`src/rtl/delay_sensor_sampler.sv`:
```
// Samples the sensor's delayed clock through a 2-flop synchronizer, counts high
// samples over a 2^WIN_LOG2-cycle window and tracks running min/max of the count.
module delay_sensor_sampler #(
  parameter int WIN_LOG2 = 4,
  parameter int CNT_W    = WIN_LOG2 + 1
) (
  input  logic             clk,
  input  logic             rst,
  input  logic             en,
  input  logic             clr_stats,
  input  logic             delayed_clk,
  output logic [CNT_W-1:0] count,
  output logic [CNT_W-1:0] cnt_min,
  output logic [CNT_W-1:0] cnt_max,
  output logic             stats_valid,
  output logic             valid,
  output logic             busy
);

  typedef enum logic [1:0] {IDLE, ARM, RUN} state_t;

  state_t               state, state_nxt;
  logic                 s1, s2;
  logic                 arm_cnt;
  logic [WIN_LOG2-1:0]  samp_cnt;
  logic [CNT_W-1:0]     hit_cnt;
  logic [CNT_W-1:0]     hit_sum;
  logic                 last_samp;

  function automatic logic [CNT_W-1:0] umin(input logic [CNT_W-1:0] a,
                                             input logic [CNT_W-1:0] b);
    return (a < b) ? a : b;
  endfunction

  function automatic logic [CNT_W-1:0] umax(input logic [CNT_W-1:0] a,
                                             input logic [CNT_W-1:0] b);
    return (a > b) ? a : b;
  endfunction

  assign hit_sum   = hit_cnt + {{(CNT_W-1){1'b0}}, s2};
  assign last_samp = (state == RUN) && (samp_cnt == {WIN_LOG2{1'b1}});
  assign busy      = (state == ARM) || (state == RUN);

  always_comb begin
    state_nxt = state;
    case (state)
      IDLE: if (en) state_nxt = ARM;
      ARM: begin
        if (!en)         state_nxt = IDLE;
        else if (arm_cnt) state_nxt = RUN;
      end
      RUN: begin
        // A window whose last sample is being taken always completes.
        if (last_samp)   state_nxt = en ? RUN : IDLE;
        else if (!en)    state_nxt = IDLE;
      end
      default:           state_nxt = IDLE;
    endcase
  end

  // Synchronizer stage: runs in every state
  always_ff @(posedge clk) begin
    if (rst) begin
      s1 <= 1'b0;
      s2 <= 1'b0;
    end else begin
      s1 <= delayed_clk;
      s2 <= s1;
    end
  end

  // Control and window counters
  always_ff @(posedge clk) begin
    if (rst) begin
      state    <= IDLE;
      arm_cnt  <= 1'b0;
      samp_cnt <= '0;
      hit_cnt  <= '0;
      valid    <= 1'b0;
    end else begin
      state   <= state_nxt;
      valid   <= last_samp;
      arm_cnt <= (state == ARM) ? ~arm_cnt : 1'b0;
      if ((state == RUN) && (state_nxt == RUN)) begin
        samp_cnt <= samp_cnt + 1'b1;
        hit_cnt  <= last_samp ? '0 : hit_sum;
      end else begin
        samp_cnt <= '0;
        hit_cnt  <= '0;
      end
    end
  end

  // Result and statistics registers
  always_ff @(posedge clk) begin
    if (rst) begin
      count       <= '0;
      cnt_min     <= '0;
      cnt_max     <= '0;
      stats_valid <= 1'b0;
    end else if (last_samp) begin
      count       <= hit_sum;
      stats_valid <= 1'b1;
      // A coincident clear wipes history first, so the new count seeds min/max.
      if (clr_stats || !stats_valid) begin
        cnt_min <= hit_sum;
        cnt_max <= hit_sum;
      end else begin
        cnt_min <= umin(cnt_min, hit_sum);
        cnt_max <= umax(cnt_max, hit_sum);
      end
    end else if (clr_stats) begin
      cnt_min     <= '0;
      cnt_max     <= '0;
      stats_valid <= 1'b0;
    end
  end

endmodule

```
`config.mk`:
```
export PLATFORM = sky130hd
export DESIGN_NAME = delay_sensor_sampler
export DESIGN_NICKNAME = d
export VERILOG_FILES = /design/src/rtl/delay_sensor_sampler.sv
export SDC_FILE = /design/constraint.sdc
export NUM_CORES = 1
export LEC_CHECK = 0
export ABC_AREA = 1
export BUFFER_PORTS_ARGS = -buffer_cell sky130_fd_sc_hd__buf_2
export CAP_MARGIN = 25
export CORE_MARGIN = 4
export CORE_UTILIZATION = 59
export DETAILED_ROUTE_END_ITERATION = 10
export PLACE_DENSITY_LB_ADDON = 0.15
export SLEW_MARGIN = 40
export SYNTH_ARGS = -nofsm -noshare
export SYNTH_HDL_FRONTEND = slang
export SYNTH_SLANG_ARGS = --single-unit
```
`constraint.sdc`:
```
create_clock -name clk -period 3.8 [get_ports clk]
set_input_delay 0.19 -clock clk [delete_from_list [all_inputs] [get_ports clk]]
set_output_delay 0.19 -clock clk [all_outputs]
set_load 0.02 [all_outputs]
```
**Word level (Yosys, flattened, before mapping)**

Index checks and enable logic that the tools add are counted.

- Bits in registers: 31
- Bits of input ports: 5
- Output and inout port bits: 18
- Logic and storage cells: 52

- Add/subtract/negate cells: 2
- $lt $le $gt $ge: 2
- Equal/unequal tests: 6
- Muxes and demuxes: 16
- Bitwise operators: 3
- Reduce and logical (&&, ||, !) cells: 12

Operators with widths:

| operator | number |
|---|---|
| 5-bit two-way mux | 7 |
| 2-bit two-way mux | 6 |
| 3-bit != test (second input constant) | 2 |
| 2-bit one-hot mux with 3 select lines | 1 |
| 5-bit by 1-bit adder with 5-bit output | 1 |
| 5-bit greater-than comparator | 1 |
| 5-bit less-than comparator | 1 |
| 4-bit by 1-bit adder with 4-bit output (second input constant) | 1 |
| 2-bit equality test (second input constant) | 2 |
| 4-bit equality test (second input constant) | 1 |
| 2-bit AND reduction | 2 |
| 2-bit OR reduction | 2 |
| 1-bit inverter | 3 |
| 3-bit OR reduction | 1 |
| 2-bit by 1-bit equality test with 1-bit output (second input constant) | 1 |
| 1-bit logical AND | 2 |
| 2-bit logical NOT | 1 |
| 1-bit logical OR | 2 |
| 1-bit two-way mux | 2 |
| 2-bit nonzero test | 1 |
| 1-bit logical NOT | 1 |

**Longest topological paths before layout**

Gate-level depths: netlist (run 1).

- Word-level depth: 8
- Mapped depth: 14
- Gate-level depth less buffers: 14

**Worst setup path before layout (run 1)**

OpenSTA, ideal clock, no wires.

- Path type: register -> register
- From: register s2
- To: register cnt_max[4]
- Library setup time: 131 ps
- Arrival time: 1777 ps
- Required time: 3669 ps
- Setup slack: 1893 ps
- Stages on the path, launching flop included: 14
- Buffers on the path: 0
- Period minus slack after synthesis: 1907 ps
- Cell sequence: dfxtp_1 ha_1 nand3_1 nor2_1 xnor2_1 ha_1 nand2_1 nand2_1 nor2_1 nand2_2 nand2_4 nand2_4 nand2_1 a21oi_2

- Longest elaborated chain between the ends: 4
- Elaborated cells on any way between the ends: 7
- Classes of those cells: 1 x add/sub; 1 x order compare; 1 x eq/ne; 3 x mux; 1 x reduce/logical

Ends and longest elaborated chain:

| element | line | source |
|---|---|---|
| start: declaration | 23 | `logic s1, s2;` |
| start signal: assignment | 65 | `s2 <= 1'b0;` |
| start signal: assignment | 68 | `s2 <= s1;` |
| 5-bit by 1-bit adder with 5-bit output * | 40 | `assign hit_sum = hit_cnt + {{(CNT_W-1){1'b0}}, s2};` |
| 5-bit greater-than comparator or 5-bit two-way mux (tied branches) | 37 | `return (a > b) ? a : b;` |
| 3-bit != test (no line) or 5-bit two-way mux (tied branches) | n/a |  |
| 2-bit AND reduction (no line) or 5-bit two-way mux (tied branches) | n/a |  |
| end signal: assignment | 107 | `cnt_max <= hit_sum;` |
| end signal: assignment | 110 | `cnt_max <= umax(cnt_max, hit_sum);` |
| end: declaration | 14 | `output logic [CNT_W-1:0] cnt_max,` |

Every way passes the cells marked *; elsewhere a longest branch is shown, timed or not. The select of a mux whose other input is x is not followed.
A chain may end at the register's enable or synchronous reset.

**Final worst setup path (run 1)**

Same ends and word-level chain as after synthesis.

==> out/qor.csv, run 1 <==
stage,metric,value,unit
global_routing,pin count of the biggest net entering global routing,23,
synth,async set or reset register ratio after synthesis,0,%
setup_path,CP Launch Type,register,
timing,Slew headroom,59.2,%
detailed_routing,Starting DRT DRC Count,53,
clocking,Max clock buf depth,2,
setup_path,Required @ worst endpoint,4020,ps
place,RD Place Congestion,0.758,
timing,hold violation count in the final report,0,
layout,Nets,240,
timing,Final min period,2180,ps
synth,Synth Register Bits,31,
layout,Antenna diodes,0,
timing,Final Skew,9.39,ps
global_routing,GRT Resource Usage Total,20.8,%
setup_path,Slowest cell on crit path,dfxtp_1,
setup_path,Crit Path Class,register to register,
synth,Post-Syn Instances,197,
clocking,Post-CTS Resized,0,
pwr,Power Total,0.000577,W
detailed_routing,routed length per instance,12.3,um
timing,FMAX,0.459,GHz
pwr,worst-case vdd ir drop,0.322,mV
global_routing,initial antenna violation count,0,
clocking,Skew-Pair Late Insertion Delay,330,ps
timing,RSZ-0062 raised after global routing,no,
clocking,root buffer cell,clkbuf_4,
die,Die Ht,58.2,um
die,Initial Util,64.6,%
synth,Synth area leaders,"dfxtp_1, nand2_1, ha_1",
synth,Ys Warns,0,
synth,"Distinct cells, synth",26,
place,HPWL after DPL,2410,um
synth,area share of the largest cell type after synthesis,41.8,%
clocking,number of hold buffers added after cts,0,
detailed_routing,ANT nets after route,0,
timing,fin. max-slew vios,0,
die,CORE AREA,0.00230,sq mm
detailed_routing,Residual DRC,0,
synth,"Top FF cell, synth",dfxtp_1,
clocking,Sink Count,31,
outcome,status,"finished, final reports clean",
synth,"Seq/Total Area, Yosys",41.8,%
hold_path,Min-Delay Path Class,input pin to register,
setup_path,Worst Path Arrival,2390,ps
setup_path,CP max stage delay,340,ps
synth,Syn Area/Cell,7.53,sq um
timing,fin crit share,57.3,%
global_routing,wire length of the first global-routing pass,5370,um
synth,Post-synth EDFFs,0,
layout,Syn-to-layout area delta,13.0,%
clocking,H-Tree Depth,2,
setup_path,CP dominant cell by count,nand2_1,
global_routing,vias in the first global route,1269,
clocking,Clock transition at path regs,90,ps
detailed_routing,router iterations before antenna repair,4,
clocking,TritonCTS clock tree,yes,
timing,Setup TNS Final,0,ps
pwr,Leakage,0.756,nW
clocking,TritonCTS Buffers,5,
pwr,power per cell area,344,mW/mm^2
die,# IOs,23,
setup_path,critical path's top delay family,simple AND/OR/NAND/NOR gates,
place,I/O Buffers,22,
timing,Tightest Pin Transition,610,ps
die,# rows,17,
detailed_routing,final WL,3090,um
setup_path,Worst Setup End Kind,register,
die,chip width,58.2,um
layout,layout cells sized above 1,17.9,%
detailed_routing,Vias per Instance,5.29,
setup_path,CP cell instances,"ha_1, nand3_1, nor2_1, xnor2_1, ha_1, nand2_1, nand2_1, nor2_1, nand2_2, nand2_4, nand2_4, nand2_1, a21oi_2",
flow_run,Max-Cap Viols,0,
setup_path,Worst Path Max Fanout,6,
clocking,Post-CTS Setup Bufs,0,
setup_path,worst path buffer plus inverter count,0,
timing,number of setup violations in the final report,0,
global_routing,grt ovf,0,
detailed_routing,Via Count,1334,
synth,cell taking the most area after synthesis,dfxtp_1,
synth,Synth Cell Area,0.00148,sq mm
die,Die Area,0.00338,sq mm
synth,Synth Net Count,214,
## report_power, final
part	internal, W	switching [W]	total, W
clock network	0.000109	0.000106	0.000215
registers	0.000328	0.00000338	0.000331
logic	0.0000107	0.0000202	0.0000309
total	0.000447	0.000130	0.000577
## synthesized netlist by cell type, drive strengths merged, types with 2 or more instances
master  instances
nand4           3
clkbuf          2
inv            26
nand2          51
a21oi          19
nor3            4
dfxtp          31
ha             12
nor2           27
nand3          10
xor2            2
o21ai           4
## layer usage
layer / part of all wire, % / vias to the layer above / track usage (%)
met3: 5.4 / 9 / 4.90
met2: 45 / 35 / 32.6
met4: 2.8 / 0 / 13.2
li1: - / 676 / -
met1: 47 / 614 / 25.5
met5: 0 / - / 0
## state kept, by name, indices dropped and copies added, names as in the netlist
register	flops
cnt_max	5
cnt_min	5
count	5
hit_cnt	5
samp_cnt	4
state	2
arm_cnt	1
s1	1
s2	1
stats_valid	1
valid	1
## layout by cell type, fill, tap and decap left out
| cell | synthesis | final |
|---|---|---|
| a21oi_1 | 16 | 16 |
| a21oi_2 | 3 | 3 |
| a41oi_1 | 1 | 1 |
| buf_2 | 0 | 22 |
| clkbuf_1 | 1 | 1 |
| clkbuf_4 | 0 | 5 |
| clkbuf_8 | 1 | 2 |
| dfxtp_1 | 31 | 31 |
| ha_1 | 12 | 12 |
| inv_1 | 25 | 25 |
| inv_2 | 1 | 1 |
| nand2_1 | 46 | 46 |
| nand2_2 | 3 | 3 |
| nand2_4 | 2 | 2 |
| nand3_1 | 10 | 10 |
| nand3b_1 | 1 | 1 |
| nand4_1 | 3 | 3 |
| nor2_1 | 26 | 26 |
| nor2_2 | 1 | 1 |
| nor3_1 | 3 | 3 |
| nor3_2 | 1 | 1 |
| o211ai_1 | 1 | 1 |
| o21ai_0 | 3 | 3 |
| o21ai_1 | 1 | 1 |
| or3_1 | 1 | 1 |
| xnor2_1 | 1 | 1 |
| xor2_1 | 2 | 2 |
## final timing paths
check	from	end	cells past startpoint	slack, ps
worst max register to register	s2	cnt_max[4]	13	1620
worst min-delay path	delayed_clk	s1	3	60
worst min register to register	s1	s2	2	410
worst max-delay path	s2	cnt_max[4]	13	1620
## worst register-to-register path, cell delays in order, from the launching register on
cell and delay [ps]:
dfxtp_1 340, ha_1 210, nand3_1 130, nor2_1 80, xnor2_1 330, ha_1 330
nand2_1 80, nand2_1 50, nor2_1 120, nand2_2 80, nand2_4 110, nand2_4 70
nand2_1 80, a21oi_2 50
## logic make-up after synthesis
logic type | share of synthesized area [%]
buf+inv | 8.01
flops | 41.8
fa+ha+maj | 10.1
xor+xnor | 1.77
compound gates | 9.61
simple gates | 28.7
## through the flow
step	utilization, %	hold slack, ps	area, sq um	setup slack, ps	instances
6_report	73.0	60.4	1680	1620	252
4_1_cts	73.0	52.3	1680	1630	252
3_5_place_dp	70.0	401	1610	1640	244
3_3_place_gp	70.0	398	1610	1670	244
2_1_floorplan	-	267	1480	1890	197
5_1_grt	73.0	67.3	1680	1370	252
## cell type report
type	count	area [sq um]
clock buffer	8	68.8
fill	193	621
inverter	26	97.6
multi-input combinational	137	744
sequential	31	621
tap	28	35.0
timing repair buffer	22	110
No activity file was read; power rests on OpenSTA's default activity.
==> inputs of run 2 (changes only) <==
--- a/config.mk
+++ b/config.mk
@@ -5,11 +5,11 @@
 export SDC_FILE = /design/constraint.sdc
 export NUM_CORES = 1
 export LEC_CHECK = 0
-export ABC_AREA = 1
+export ABC_AREA = 0
 export BUFFER_PORTS_ARGS = -buffer_cell sky130_fd_sc_hd__buf_2
 export CAP_MARGIN = 25
 export CORE_MARGIN = 4
-export CORE_UTILIZATION = 59
+export CORE_UTILIZATION = 55
 export DETAILED_ROUTE_END_ITERATION = 10
 export PLACE_DENSITY_LB_ADDON = 0.15
 export SLEW_MARGIN = 40
==> constraint.sdc (replaced) <==
create_clock -name clk -period 2.1 [get_ports clk]
set_input_delay 0.105 -clock clk [delete_from_list [all_inputs] [get_ports clk]]
set_output_delay 0.105 -clock clk [all_outputs]
set_load 0.02 [all_outputs]
==> run 2 against run 1 <==
Against the previous run:
- the run now ends with setup timing left
- area after synthesis is 1.3% higher
- final cell count down 12%
- utilization rose by 7.2 points
- total power increased by 75%
- register-to-register slack worse by 1700 ps
- worst setup slack got worse by 1700 ps
- via count shrank 4.5%
- first-iteration DRC count is 53% lower
- sequential power rose by 80%
- clock skew rose by 2.9 ps
- largest cell class unchanged
==> out/qor.csv, run 2 <==
stage,metric,value,unit,change
layout,Antenna diodes,0,,unchanged
clocking,Max clock buf depth,2,,unchanged
pwr,worst-case vdd ir drop,0.479,mV,+49%
detailed_routing,Residual DRC,0,,unchanged
timing,fin. max-slew vios,0,,unchanged
timing,Final min period,2200,ps,+27.6 ps
die,CORE AREA,0.00254,sq mm,+11%
synth,"Seq/Total Area, Yosys",41.3,%,-0.52 points
setup_path,worst path buffer plus inverter count,0,,unchanged
timing,PnR worst setup slack,-104,ps,-1730 ps
setup_path,CP dominant cell by count,ha_4,,
setup_path,Worst Path Max Fanout,5,,-1
layout,post-layout instance area,0.00204,sq mm,+22%
setup_path,Worst Path Arrival,2460,ps,+70 ps
detailed_routing,Vias per Instance,5.71,,+7.9%
timing,FMAX,0.454,GHz,-1.3%
global_routing,GRT Resource Usage Total,21.9,%,+1.1 points
synth,mux contribution to synthesized area,0.666,%,+0.67 points
synth,simple-gate share of the synthesized area,17.2,%,-11 points
die,# rows,18,,+1
place,HPWL after DPL,2560,um,+6.3%
synth,Synth Area in Adders,10.7,%,+0.62 points
synth,"Distinct cells, synth",42,,+62%
place,Placement Cell Area,0.00179,sq mm,+12%
setup_path,critical path's top delay family,compound AO/OA/AOI/OAI gates,,
synth,Post-Syn Instances,148,,-25%
global_routing,initial antenna violation count,0,,unchanged
synth,Syn Area/Cell,10.2,sq um,+35%
synth,most frequent cell after synthesis,dfxtp_1,,
layout,Nets,210,,-13%
layout,Syn-to-layout area delta,35.7,%,
clocking,root buffer cell,clkbuf_4,,
synth,Synth Register Bits,31,,unchanged
global_routing,pin count of the biggest net entering global routing,16,,-30%
clocking,Sink Count,31,,unchanged
place,Placement Setup Slack,-212,ps,-1860 ps
setup_path,Required @ worst endpoint,2360,ps,-1660 ps
detailed_routing,routed length per instance,16.3,um,+33%
synth,async set or reset register ratio after synthesis,0,%,unchanged
synth,Synth Area in XOR/XNOR,6.08,%,+4.3 points
clocking,TritonCTS Buffers,5,,unchanged
hold_path,hold path endpoint,state[0],,
hold_path,Min-Delay Path Class,input pin to register,,
detailed_routing,Via Count,1274,,-4.5%
pwr,power per cell area,495,mW/mm^2,+44%
detailed_routing,ANT nets after route,0,,unchanged
outcome,failing checks,setup timing,,
synth,"Top FF cell, synth",dfxtp_1,,
layout,"most common cell after layout, fill and taps aside",dfxtp_1,,
setup_path,FF-to-FF setup slack,-100,ps,-1730 ps
synth,Synth Net Count,165,,-23%
timing,RSZ-0062 raised after global routing,yes,,
die,Die Ht,60.3,um,+3.6%
detailed_routing,router iterations before antenna repair,4,,unchanged
pwr,Power Total,0.00101,W,+75%
timing,Tightest Pin Transition,534,ps,-75.4 ps
die,# IOs,23,,unchanged
pwr,Leakage,0.802,nW,+6.1%
synth,main combinational cell family by area after synthesis,compound AO/OA/AOI/OAI gates,,
layout,most frequent cells in the layout,"dfxtp_1, buf_2, nor2_1, buf_4, ha_1",,
flow_run,Max-Cap Viols,0,,unchanged
setup_path,Worst Setup End Kind,register,,
setup_path,worst flop-to-flop path startpoint,hit_cnt[0],,
detailed_routing,Starting DRT DRC Count,25,,-53%
clocking,TritonCTS clock tree,yes,,
synth,area share of the largest cell type after synthesis,41.3,%,-0.52 points
setup_path,worst r2r dst,cnt_max[4],,
hold_path,hold path cells,3,,unchanged
die,chip width,60.3,um,+3.6%
setup_path,CP max stage delay,370,ps,+30 ps
timing,hold violation count in the final report,0,,unchanged
setup_path,Slowest cell on crit path,dfxtp_4,,
setup_path,Register-to-Register Path Depth,10,,-3
die,Die Area,0.00363,sq mm,+7.4%
global_routing,wire length of the first global-routing pass,5800,um,+8.0%
place,RD Place Congestion,0.809,,+6.6%
place,I/O Buffers,22,,unchanged
timing,Slew headroom,64.3,%,+5.1 points
layout,layout cells sized above 1,39.4,%,+22 points
global_routing,grt ovf,0,,unchanged
synth,area fraction in compound gates after synthesis,21.7,%,+12 points
clocking,H-Tree Depth,2,,unchanged
synth,Ys Warns,0,,unchanged
die,Initial Util,59.0,%,-5.6 points
global_routing,vias in the first global route,1231,,-3.0%
timing,Final Skew,12.3,ps,+2.94 ps
clocking,Skew-Pair Late Insertion Delay,330,ps,about the same
synth,Synth top cells by count,"dfxtp_1, nor2_1, ha_1, o2bb2ai_1, inv_1",,
timing,fin crit share,105,%,+48 points
synth,cell taking the most area after synthesis,dfxtp_1,,
place,cell count after placement,213,,-13%
layout,Fillers,167,,-13%
setup_path,CP cell instances,"ha_4, and2_4, nand3_4, xor2_4, ha_4, and3_4, a311oi_4, o21ai_4, a21oi_4, o2bb2ai_1",,
setup_path,Crit Path Class,register to register,,
layout,fin cells,223,,-12%
outcome,status,finished with violations,,
synth,Post-synth EDFFs,0,,unchanged
synth,Synth area leaders,"dfxtp_1, ha_1, o2bb2ai_1",,
clocking,Clock transition at path regs,100,ps,about the same
hold_path,Hold Startpoint,en,,
synth,Synth Cell Area,0.00150,sq mm,+1.3%
timing,number of setup violations in the final report,9,,+9
setup_path,CP Launch Type,register,,
detailed_routing,final WL,3640,um,+18%
==> run 2: changes by cell type in the layout (fill, tap and decap cells not counted), sizes merged, moves of 3 or more <==
cell     before  now
a211oi        0    6
a21oi        19    5
buf          22   39
inv          26    7
nand2        51    6
nand2b        0    4
nand3        10    4
nor2         27   21
nor2b         0    5
nor3          4    1
o2bb2ai       0   10
xnor2         1    4
==> run 2: logic make-up (layout without fill, tap and decap cells) <==
family	count (synthesis)	after routing
XOR/XNOR	8	8
flip-flops	31	31
buffers and inverters	9	54
AO/OA/AOI/OAI	36	36
multiplexers	1	1
AND/OR/NAND/NOR	50	50
adder cells (fa/ha/maj)	13	13
==> run 2: what timing repair did <==
action / in CTS / in global routing
setup buffers: 2 / 0
gates resized for setup: 9 / 16
pin swaps: 7 / 7
endpoints found under the setup margin: 10 / 10
hold buffers: 1 / 0
endpoints found under the hold margin: 1 / 0
==> run 2: final cells by class <==
type | count | area, sq um | share of cell area (%)
clock buffers | 6 | 51.3 | 2.52
multi-input cells | 108 | 1040 | 51.2
well taps | 30 | 37.5 | 1.84
clock inverters | 1 | 5.00 | 0.245
inverters | 7 | 26.3 | 1.29
repair buffers | 40 | 248 | 12.1
flip-flops and latches | 31 | 628 | 30.8
==> run 2: metrics by stage <==
stage	setup TNS (ps)	hold WS, ps	util, %
4_1_cts	-290	77.9	76.1
3_3_place_gp	-546	319	70.5
6_report	-503	88.0	80.1
5_1_grt	-1370	120	80.1
2_1_floorplan	-206	188	-
3_5_place_dp	-1410	323	70.5
==> run 2: how the worst max path moves through the flow <==
stage                     cells past startpoint  slack (ps)  startpoint    endpoint
after floorplan                              10         -40  hit_cnt[0]  cnt_max[3]
after global placement                       10        -100  hit_cnt[0]  cnt_max[3]
after detailed placement                     10        -210  hit_cnt[0]  cnt_max[4]
after CTS                                    10         -50          s2  cnt_min[3]
after global routing                         10        -180          s2  cnt_max[0]
final                                        10        -100  hit_cnt[0]  cnt_max[4]
==> run 2: where the power goes <==
group          internal (W)  switching, W
Combinational     0.0000260     0.0000365
Clock              0.000155      0.000197
Sequential         0.000590    0.00000505
Total              0.000771      0.000238
==> run 2: per-layer routing <==
| layer | GRT usage, % | vias up | wire, um |
|---|---|---|---|
| met4 | 9.81 | 0 | 73 |
| met1 | 28.8 | 607 | 1770 |
| met2 | 33.5 | 34 | 1630 |
| met5 | 0 | - | 0 |
| met3 | 5.62 | 11 | 167 |
| li1 | - | 622 | - |
==> run 2: worst reg2reg max path, stage by stage (launching register included) <==
cell and delay (ps):
dfxtp_4 370, ha_4 160, and2_4 150, nand3_4 100, xor2_4 220, ha_4 240
and3_4 150, a311oi_4 250, o21ai_4 130, a21oi_4 230, o2bb2ai_1 140
==> inputs of run 3 (changes only) <==
--- a/config.mk
+++ b/config.mk
@@ -6,10 +6,11 @@
 export NUM_CORES = 1
 export LEC_CHECK = 0
 export ABC_AREA = 0
+export ABC_CLOCK_PERIOD_IN_PS = 1800
 export BUFFER_PORTS_ARGS = -buffer_cell sky130_fd_sc_hd__buf_2
 export CAP_MARGIN = 25
 export CORE_MARGIN = 4
-export CORE_UTILIZATION = 55
+export CORE_UTILIZATION = 50
 export DETAILED_ROUTE_END_ITERATION = 10
 export PLACE_DENSITY_LB_ADDON = 0.15
 export SLEW_MARGIN = 40
==> constraint.sdc (replaced) <==
create_clock -name clk -period 1.8 [get_ports clk]
set_input_delay 0.09 -clock clk [delete_from_list [all_inputs] [get_ports clk]]
set_output_delay 0.09 -clock clk [all_outputs]
set_load 0.02 [all_outputs]
==> run 3 against run 2 <==
Against the previous run:
- global-route usage is 0.71 points higher
- worst setup slack worse by 330 ps
- routed wire length is 23% higher
- register-to-register slack worse by 330 ps
- the run still ends with setup timing left
- clock skew is 7.5 ps lower
==> out/qor.csv, run 3 (same netlist as run 2, synthesis figures left out) <==
stage,metric,value,unit,change
layout,Nets,228,,+8.6%
detailed_routing,Max Used Layer,met4,,
place,I/O Buffers,22,,unchanged
timing,number of setup violations in the final report,10,,+1
timing,fin crit share,124,%,+19 points
place,Placement Cell Area,0.00188,sq mm,+4.8%
clocking,Max clock buf depth,2,,unchanged
timing,Tightest Pin Transition,496,ps,-38.6 ps
die,Die Ht,62.8,um,+4.2%
place,Placement Setup Slack,-565,ps,-352 ps
detailed_routing,Residual DRC,0,,unchanged
layout,utilization after layout,82.3,%,+2.2 points
detailed_routing,Starting DRT DRC Count,90,,+260%
outcome,failing checks,setup timing,,
place,HPWL after DPL,2920,um,+14%
pwr,power per cell area,500,mW/mm^2,+0.96%
layout,post-layout instance area,0.00231,sq mm,+13%
setup_path,Slowest cell on crit path,dfxtp_4,,
clocking,Clock transition at path regs,90,ps,about the same
flow_run,Max-Cap Viols,0,,unchanged
layout,Syn-to-layout area delta,53.6,%,
die,Die Area,0.00395,sq mm,+8.6%
layout,"most common cell after layout, fill and taps aside",buf_4,,
setup_path,CP max stage delay,370,ps,about the same
die,CORE AREA,0.00281,sq mm,+10%
setup_path,Worst Setup End Kind,register,,
detailed_routing,Via Count,1419,,+11%
die,Initial Util,53.6,%,-5.5 points
clocking,TritonCTS clock tree,yes,,
hold_path,Min-Delay Path Class,input pin to register,,
setup_path,worst path buffer plus inverter count,0,,unchanged
timing,Final Skew,4.86,ps,-7.47 ps
timing,PnR worst setup slack,-435,ps,-331 ps
detailed_routing,met2 routed WL,2180,um,+34%
setup_path,CP cell instances,"ha_4, and2_4, nand3_4, xor2_4, ha_4, and3_4, a311oi_4, o21ai_4, a21oi_4, o2bb2ai_2",,
layout,Antenna diodes,0,,unchanged
layout,fin cells,241,,+8.1%
detailed_routing,Vias per Instance,5.89,,+3.1%
layout,layout cells sized above 1,55.7,%,+16 points
setup_path,Worst Path Max Fanout,5,,unchanged
global_routing,GRT Resource Usage Total,22.6,%,+0.71 points
detailed_routing,DRT met1 WL,1860,um,+5.4%
pwr,Leakage,0.894,nW,+12%
layout,most frequent cells in the layout,"buf_4, dfxtp_1, buf_2, nor2_1, ha_4",,
clocking,Sink Count,31,,unchanged
die,chip width,62.8,um,+4.2%
timing,hold violation count in the final report,0,,unchanged
timing,fin. max-slew vios,0,,unchanged
detailed_routing,final WL,4470,um,+23%
detailed_routing,ANT nets after route,0,,unchanged
outcome,status,finished with violations,,
setup_path,Worst Path Arrival,2490,ps,+30 ps
global_routing,initial antenna violation count,0,,unchanged
die,# IOs,23,,unchanged
global_routing,grt ovf,0,,unchanged
clocking,H-Tree Depth,2,,unchanged
setup_path,CP Launch Type,register,,
detailed_routing,routed length per instance,18.6,um,+14%
global_routing,wire length of the first global-routing pass,6920,um,+19%
pwr,worst-case vdd ir drop,0.446,mV,-6.9%
place,cell count after placement,225,,+5.6%
global_routing,pin count of the biggest net entering global routing,16,,unchanged
global_routing,vias in the first global route,1432,,+16%
detailed_routing,router iterations before antenna repair,7,,+3
setup_path,CP dominant cell by count,ha_4,,
clocking,TritonCTS Buffers,5,,unchanged
detailed_routing,met3 routed WL,273,um,+63%
timing,RSZ-0062 raised after global routing,yes,,
place,RD Place Congestion,0.819,,+1.3%
setup_path,critical path's top delay family,compound AO/OA/AOI/OAI gates,,
die,# rows,19,,+1
setup_path,Required @ worst endpoint,2060,ps,-300 ps
timing,Setup TNS Final,-3890,ps,-3390 ps
clocking,root buffer cell,clkbuf_4,,
timing,Final min period,2240,ps,+31.4 ps
timing,Slew headroom,66.8,%,+2.5 points
setup_path,Crit Path Class,register to register,,
clocking,Skew-Pair Late Insertion Delay,320,ps,about the same
timing,FMAX,0.447,GHz,-1.4%
[run 3: metrics by stage]
step / total power (W) / hold WS, ps
6_report: 0.00115 / 93.3
5_1_grt: 0.00121 / 108
4_1_cts: 0.00114 / 71.5
3_5_place_dp: 0.000790 / 304
3_3_place_gp: 0.000786 / 306
2_1_floorplan: 0.000758 / 173
[run 3: final timing paths]
path / startpoint / end / slack (ps) / depth (start not counted)
hold / removal: en / state[0] / 90 / 3
setup / recovery: hit_cnt[0] / cnt_max[1] / -440 / 10
setup reg to reg: hit_cnt[0] / cnt_max[1] / -440 / 10
hold reg to reg: s1 / s2 / 460 / 1
[run 3: area by class of cell]
class / count / area [sq um]
flip-flops and latches: 31 / 633
inverters: 7 / 26.3
clock buffers: 6 / 41.3
well taps: 31 / 38.8
fillers: 168 / 497
repair buffers: 58 / 390
multi-input cells: 108 / 1180
[run 3: layer usage]
layer	global-route usage [%]	vias to the layer above
li1	-	654
met1	26.2	684
met2	39.5	65
met3	5.58	16
met4	9.37	0
met5	0	-
[run 3: timing repair]
item	in CTS	in global routing
setup endpoints to repair	15	19
hold buffers	1	0
buffers inserted	3	7
hold endpoints to repair	1	0
pin swaps	18	15
resized for setup	23	32
[run 3: worst min-delay path, cell delays in order]
cell and delay, ps:
buf_2 130, o21ai_0 80, a211oi_1 70
[run 3: report_power, final]
part	internal, W	leakage (nW)	switching (W)
combinational	0.0000490	0.617	0.0000571
clock	0.000139	0.0242	0.000214
sequential	0.000689	0.254	0.00000511
total	0.000877	0.894	0.000277
